### src/rtl/cla_seq_adder.sv
// cla_seq_adder: multi-cycle WIDTH-bit adder built around one 2-bit
// carry-lookahead slice. Operands are latched on accept, one 2-bit slice
// is summed per clock with a registered ripple carry linking slices, and
// the assembled sum is held until the consumer takes it.
//
// Optional feature macro: CLA_SEQ_OVF_EN adds the signed-overflow port ovf.
//
// Ports:
//   clk        clock, rising edge
//   rst        synchronous active-high reset
//   in_valid   operand request
//   in_ready   block can accept operands this cycle (combinational)
//   a, b       WIDTH-bit operands, sampled on accept
//   cin        carry-in, sampled on accept
//   out_valid  result available
//   out_ready  consumer takes result
//   s          registered sum
//   cout       registered carry-out
//   ovf        registered signed overflow (CLA_SEQ_OVF_EN only)
module cla_seq_adder #(
  parameter int WIDTH = 16
) (
  input  logic             clk,
  input  logic             rst,
  input  logic             in_valid,
  output logic             in_ready,
  input  logic [WIDTH-1:0] a,
  input  logic [WIDTH-1:0] b,
  input  logic             cin,
  output logic             out_valid,
  input  logic             out_ready,
  output logic [WIDTH-1:0] s,
  output logic             cout
`ifdef CLA_SEQ_OVF_EN
  ,
  output logic             ovf
`endif
);

  localparam int N  = WIDTH / 2;
  localparam int IW = (N > 1) ? $clog2(N) : 1;
  localparam logic [IW-1:0] LAST = IW'(N - 1);

  typedef enum logic [1:0] {
    IDLE,
    RUN,
    DONE
  } state_t;

  state_t r_state;
  state_t w_next;

  logic [WIDTH-1:0] r_a;
  logic [WIDTH-1:0] r_b;
  logic             r_carry;
  logic [IW-1:0]    r_idx;
  logic [WIDTH-1:0] r_s;
  logic             r_cout;

  logic             w_accept;
  logic             w_last;
  logic [IW:0]      w_base;
  logic [1:0]       w_a2;
  logic [1:0]       w_b2;
  logic [1:0]       w_g;
  logic [1:0]       w_p;
  logic             w_c1;
  logic             w_gm;
  logic             w_pm;
  logic             w_c2;
  logic [1:0]       w_sum;

  // ---------------- 2-bit CLA slice ----------------
  assign w_base = {r_idx, 1'b0};
  assign w_a2   = r_a[w_base +: 2];
  assign w_b2   = r_b[w_base +: 2];
  assign w_g    = w_a2 & w_b2;
  assign w_p    = w_a2 ^ w_b2;
  assign w_c1   = w_g[0] | (w_p[0] & r_carry);
  assign w_gm   = w_g[1] | (w_p[1] & w_g[0]);
  assign w_pm   = w_p[1] & w_p[0];
  assign w_c2   = w_gm | (w_pm & r_carry);
  assign w_sum  = {w_p[1] ^ w_c1, w_p[0] ^ r_carry};
  assign w_last = (r_idx == LAST);

  // ---------------- FSM ----------------
  always_ff @(posedge clk) begin
    if (rst) r_state <= IDLE;
    else     r_state <= w_next;
  end

  always_comb begin
    w_next   = r_state;
    in_ready = 1'b0;
    w_accept = 1'b0;
    case (r_state)
      IDLE: in_ready = 1'b1;
      RUN:  if (w_last) w_next = DONE;
      DONE: begin
        in_ready = out_ready;
        if (out_ready) w_next = IDLE;
      end
      default: w_next = IDLE;
    endcase
    w_accept = in_valid & in_ready;
    if (w_accept) w_next = RUN;
  end

  // ---------------- Datapath ----------------
  // Operand registers carry no reset; they are only read during RUN.
  always_ff @(posedge clk) begin
    if (w_accept) begin
      r_a <= a;
      r_b <= b;
    end
  end

  always_ff @(posedge clk) begin
    if (rst) begin
      r_carry <= 1'b0;
      r_idx   <= '0;
      r_s     <= '0;
      r_cout  <= 1'b0;
    end else if (w_accept) begin
      r_carry <= cin;
      r_idx   <= '0;
      r_s     <= '0;
    end else if (r_state == RUN) begin
      r_s[w_base +: 2] <= w_sum;
      r_carry          <= w_c2;
      if (w_last) r_cout <= w_c2;
      else        r_idx  <= r_idx + 1'b1;
    end
  end

`ifdef CLA_SEQ_OVF_EN
  logic r_ovf;

  // On the final slice w_c1 is the carry into the MSB, w_c2 the carry out.
  always_ff @(posedge clk) begin
    if (rst || w_accept)               r_ovf <= 1'b0;
    else if (r_state == RUN && w_last) r_ovf <= w_c1 ^ w_c2;
  end

  assign ovf = r_ovf;
`endif

  assign out_valid = (r_state == DONE);
  assign s         = r_s;
  assign cout      = r_cout;

endmodule

### config.mk
export PLATFORM = sky130hd
export DESIGN_NAME = cla_seq_adder
export DESIGN_NICKNAME = d
export VERILOG_FILES = /design/src/rtl/cla_seq_adder.sv
export SDC_FILE = /design/constraint.sdc
export NUM_CORES = 1
export LEC_CHECK = 0
export BUFFER_PORTS_ARGS = -buffer_cell sky130_fd_sc_hd__buf_2
export CAP_MARGIN = 15
export CELL_PAD_IN_SITES_DETAIL_PLACEMENT = 0
export CELL_PAD_IN_SITES_GLOBAL_PLACEMENT = 1
export CORE_ASPECT_RATIO = 1.25
export CORE_UTILIZATION = 47
export CTS_BUF_LIST = sky130_fd_sc_hd__clkbuf_8
export DETAILED_ROUTE_END_ITERATION = 12
export PLACE_DENSITY = 0.9
export SYNTH_ARGS = -nofsm -noshare
export SYNTH_HDL_FRONTEND = slang
export SYNTH_SLANG_ARGS = --single-unit
export TNS_END_PERCENT = 5
### constraint.sdc
create_clock -name clk -period 5.32 [get_ports clk]
set_input_delay 0.532 -clock clk [delete_from_list [all_inputs] [get_ports clk]]
set_output_delay 0.532 -clock clk [all_outputs]
set_load 0.05 [all_outputs]
* Word level (Yosys, flattened, before mapping)
Index checks and enable logic that the tools add are counted.
Storage, ports and cells: output and inout port bits 19, flip-flop bits (word level) 55, input bits 37, logic and storage cells 52
Cells by class: bitwise gates (word level) 15, $add $sub $neg 2, equality and inequality tests 8, shift-type cells 4, multiplexer cells 8, reductions and logical operators 7
Operators with widths (number):
- $shiftx 16x5->2 | 2
- $bwmux 16 | 1
- $shift 2x6->16 const A | 1
- $shiftx 2x6->16 | 1
- $reduce_and 3->1 | 3
- $neg 4->6 | 1
- $pmux 2 s3 | 1
- $and 1x1->1 | 5
- $mux 2 | 2
- $ne 2x2->1 const B | 2
- $add 3x1->3 const B | 1
- $eq 3x3->1 const B | 1
- $mux 1 | 3
- $ne 3x1->1 const B | 1
- $ne 3x3->1 const B | 1
- $not 1->1 | 3
- $or 1x1->1 | 3
- $and 2x2->2 | 1
- $eq 2x1->1 const B | 1
- $eq 2x2->1 const B | 1
- $logic_not 2->1 | 1
- $ne 2x1->1 const B | 1
- $pmux 1 s2 | 1
- $reduce_and 2->1 | 1
- other kinds (4) | 5

* Longest topological paths before layout
depth after elaboration 7, gate-level depth with buffers 8

* Worst setup path before layout
OpenSTA, ideal clock, no wires.
path type reg2reg, start point reg r_idx[0], end point reg r_s[9], in the netlist s[9], buffers on the path 1, arrival 2317 ps, library setup time 71 ps, period minus slack after synthesis 2388 ps, stages on the path, launching flop included 9, slack 2932 ps, path through dfxtp_1 buf_2 mux4_2 nand2_1 nand2_1 fa_1 xor2_1 nand3_1 a21oi_1
On the way: longest elaborated chain between the ends 7
Ends and longest elaborated chain:
- start, declared | line 56 | logic [IW-1:0] r_idx;
- start signal, assigned | line 132 | else r_idx <= r_idx + 1'b1;
- $shiftx 16x5->2 (on tied branches) | line 75, 76
- $xor 2x2->2 | line 78 | assign w_p = w_a2 ^ w_b2;
- $and 1x1->1 | line 79 | assign w_c1 = w_g[0] | (w_p[0] & r_carry);
- $or 1x1->1 | line 79
- $xor 1x1->1 | line 83 | assign w_sum = {w_p[1] ^ w_c1, w_p[0] ^ r_carry};
- $shiftx 2x6->16 | line 129 | r_s[w_base +: 2] <= w_sum;
- $bwmux 16 * | line 129
- end signal, assigned by index | line 129
- end, declared | line 57 | logic [WIDTH-1:0] r_s;
Every way passes the cells marked *; elsewhere a longest branch is shown, timed or not. A chain may end at the register's enable or synchronous reset.

* Final worst setup path
Ends and elaborated chain as after synthesis.

==> results.md <==
- Mux contribution to synthesized area: 13.45%
- Total grt overflow: 0
- Most Frequent Cell on Critical Path: nand2_1
- Worst Path Arrival: 3.04 ns
- Commonest non-fill, non-tap cell in the layout: buf_2
- Post-Syn Instances: 169
- Tcrit/Tclk final: 52.86%
- Core Rows: 28
- CTS tree: built
- Vias/cell: 5.066
- Slowest-stage cell, CP: dfxtp_1
- # Post-CTS Setup Buffers: 0
- Power per Cell Area: 292.3 mW/mm^2
- First-pass GRT wire length: 6.237 mm
- Routed wire per std cell: 12.78 um
- Clock transition at path regs: 0.10 ns
- Non-Filler Instances: 288
- DR pass1 iterations: 6
- Top Ports: 56
- RSZ-0062 raised after global routing: no
- # DRC: 0
- Setup TNS: 0 ns
- Delay-heaviest family, CP: flip-flops
- Design Area, Final: 0.002756 mm^2
- Initial Util: 48.78%
- CTS Buf Count: 5
- Most frequent cells in the layout: buf_2 (55), edfxtp_1 (32), dfxtp_1 (23)
- FMAX: 0.3556 GHz
- Slew Limit Fails: 0
- Status: finished, final reports clean
- Detailed Route Iter0 Violations: 54
- Crit. Startpoint: r_idx[0]
- Critical path capture point type: flop
- Clock tree buffer depth: 2
- Fin crit period: 2.812 ns
- FF-to-FF End: s[9]
- Internal: 0.6092 mW
- Worst-Margin Slew: 0.7431 ns
- Post-synthesis compound-gate area fraction: 3.471%
- Syn_nets: 213
- Startpoint types: flop
- Post-DRT Antenna Nets: 0
- Num Clock Sinks: 55
- Port bufs: 55
- Main combinational cell family by area after synthesis: simple AND/OR/NAND/NOR gates
- Area growth syn-to-layout: 19.47%
- WP buf/inv: 0
- GR met3 Demand/Resource: 4.261%
- CTS H-Tree Depth: 2
- Final hold slack: 0.3954 ns
- Layout cell share with drive strength beyond 1: 33.77%
- Fill cell count: 389
- R2R Path Start: r_idx[0]
- Die height: 80.34 um
- Distinct cells, synth: 34
- Vias in the first global route: 1434
- Busiest grt layer: met2
- Die ar.: 0.005195 mm^2
- CTS resizes: 0
- Core footprint: 0.004730 mm^2
- Hold buffer count at CTS: 0
- Sequential power share: 59.7%
- Synthesized-area fraction occupied by adder cells: 4.121%
- Util after Layout: 58.28%
- Slew headroom: 50.46%
- Peak supply drop: 220.4 uV
- Syn. warnings: 0
- # placed instances: 279
- Worst path max stage delay: 0.78 ns
- CTS root buf: clkbuf_8
- Worst Path Max Fanout: 14
- WHS Path Cells: 1
- Critical Path, Cell by Cell: mux4_2 > nand2_1 > nand2_1 > fa_1 > xor2_1 > nand3_1 > a21oi_1
- M2 GR Usage: 29.47%
- Total track usage: 15.98%
- Yosys reg bits: 55
- Comb power frac: 11.8%
- Via Count: 1459
- Reg2Reg Depth: 7
- Post-synthesis xor/xnor area fraction: 0.7592%
- # setup viols final: 0
- Clock Skew: 0.006543 ns
- M1 GR Usage: 17.79%
- Placement Cell Area: 0.002638 mm^2
- Clock Power Share: 28.5%
- R2R setup slack: 2.51 ns
- WS Path Type: flop to flop
- HP Start: a[0]
- Total inserted antenna cells: 0
- Nets: 271
- Simple logic cell fraction of the synthesized area: 14.91%
- GPL Wtd Cong: 0.7869
- Routed WL: 3.681 mm
- Post-synthesis sequential area ratio: 61.61%
- Clock latency on the worst-skew pair: 0.30 ns
- Switching Power: 0.1964 mW
- Die X: 64.67 um
- HP Class: primary input to flop
- Hold Path Sink: r_a[0]
- Antenna violations before repair: 0
- Syn_area_per_cell: 13.65 um^2
- Pleak: 1.117 nW
- Largest net degree at the start of global routing: 33
- Critical Path RT: 5.54 ns
- Dpl hpwl: 2.749 mm
- Final hold vios: 0
- Max cap viols: 0
- Mapped Area: 0.002307 mm^2
- Switching share of power: 24.38%
[metrics by stage]
stage / power (mW) / worst slack [ns]
floorplan: 0.5531 / 2.932
global route: 0.8415 / 2.123
finish: 0.8056 / 2.508
detailed placement: 0.5849 / 2.482
CTS: 0.8116 / 2.461
global placement: 0.5828 / 2.507
[power groups by stage]
| stage | clock (mW) | combinational (mW) | sequential, mW |
|---|---|---|---|
| after floorplan | 0 | 0.0639 | 0.489 |
| after global placement | 0 | 0.0914 | 0.491 |
| after detailed placement | 0 | 0.0926 | 0.492 |
| after CTS | 0.237 | 0.0926 | 0.482 |
| after global routing | 0.252 | 0.106 | 0.484 |
| final | 0.229 | 0.0952 | 0.481 |
[worst max-delay path by stage]
| stage | endpoint | slack (ns) | depth (start not counted) |
|---|---|---|---|
| after floorplan | s[9] | 2.93 | 8 |
| after CTS | s[9] | 2.46 | 7 |
| final | s[9] | 2.51 | 7 |
| after global routing | s[9] | 2.12 | 7 |
| after detailed placement | s[9] | 2.48 | 7 |
| after global placement | s[9] | 2.51 | 7 |
[metal layers]
| metal | wire [um] | up-vias |
|---|---|---|
| li1 | - | 727 |
| met1 | 1519 | 686 |
| met2 | 1975 | 44 |
| met3 | 173 | 2 |
| met4 | 12 | 0 |
| met5 | 0 | - |
[flip-flops by register name, indices dropped and copies added, names as in the netlist]
name	flops
cout	1
r_a	16
r_b	16
r_carry	1
r_idx	3
r_state	2
s	16
[final cells by class]
type / count / area (um^2) / area share (%)
Timing Repair Buffer: 56 / 302.8 / 10.99
Tap cell: 60 / 75.07 / 2.724
Clock buffer: 5 / 68.82 / 2.497
Sequential cell: 55 / 1421 / 51.57
Clock inverter: 3 / 22.52 / 0.8171
Inverter: 5 / 18.77 / 0.6809
Multi-Input combinational cell: 104 / 847.1 / 30.73
[synthesized netlist by cell type]
cell type / count / share of area [%]
edfxtp_1: 32 / 42
dfxtp_1: 23 / 20
nor2_1: 20 / 3.3
nand2_1: 17 / 2.8
mux2i_1: 13 / 5.6
a21oi_1: 9 / 2.0
mux4_2: 8 / 7.8
ha_1: 6 / 3.3
inv_1: 5 / 0.81
clkbuf_1: 3 / 0.49
nand2b_1: 3 / 0.81
nand3b_1: 3 / 0.98
and2b_1: 2 / 0.65
nand3_1: 2 / 0.43
nor2b_1: 2 / 0.54
nor4b_4: 2 / 2.1
o21ai_0: 2 / 0.43
a21o_1: 1 / 0.33
a311oi_1: 1 / 0.38
and3_1: 1 / 0.27
and4bb_1: 1 / 0.54
buf_1: 1 / 0.16
buf_2: 1 / 0.22
fa_1: 1 / 0.87
nand4_1: 1 / 0.27
nand4b_1: 1 / 0.38
nor3_1: 1 / 0.22
nor3_2: 1 / 0.43
o311ai_0: 1 / 0.38
or2b_1: 1 / 0.33
or3b_2: 1 / 0.38
or4b_4: 1 / 0.60
xnor2_1: 1 / 0.38
xor2_1: 1 / 0.38
[worst register-to-register path: stages (launching register included)]
cell and delay [ns]:
dfxtp_1 0.78, mux4_2 0.58, nand2_1 0.08, nand2_1 0.09, fa_1 0.41, xor2_1 0.51
nand3_1 0.14, a21oi_1 0.16
[cells by family after synthesis]
logic type / count (synthesis)
adder cells (fa/ha/maj): 7
multiplexers: 21
AND/OR/NAND/NOR: 60
flip-flops: 55
XOR/XNOR: 2
AO/OA/AOI/OAI: 14
buffers and inverters: 10
(Power assumes the default switching activity.)
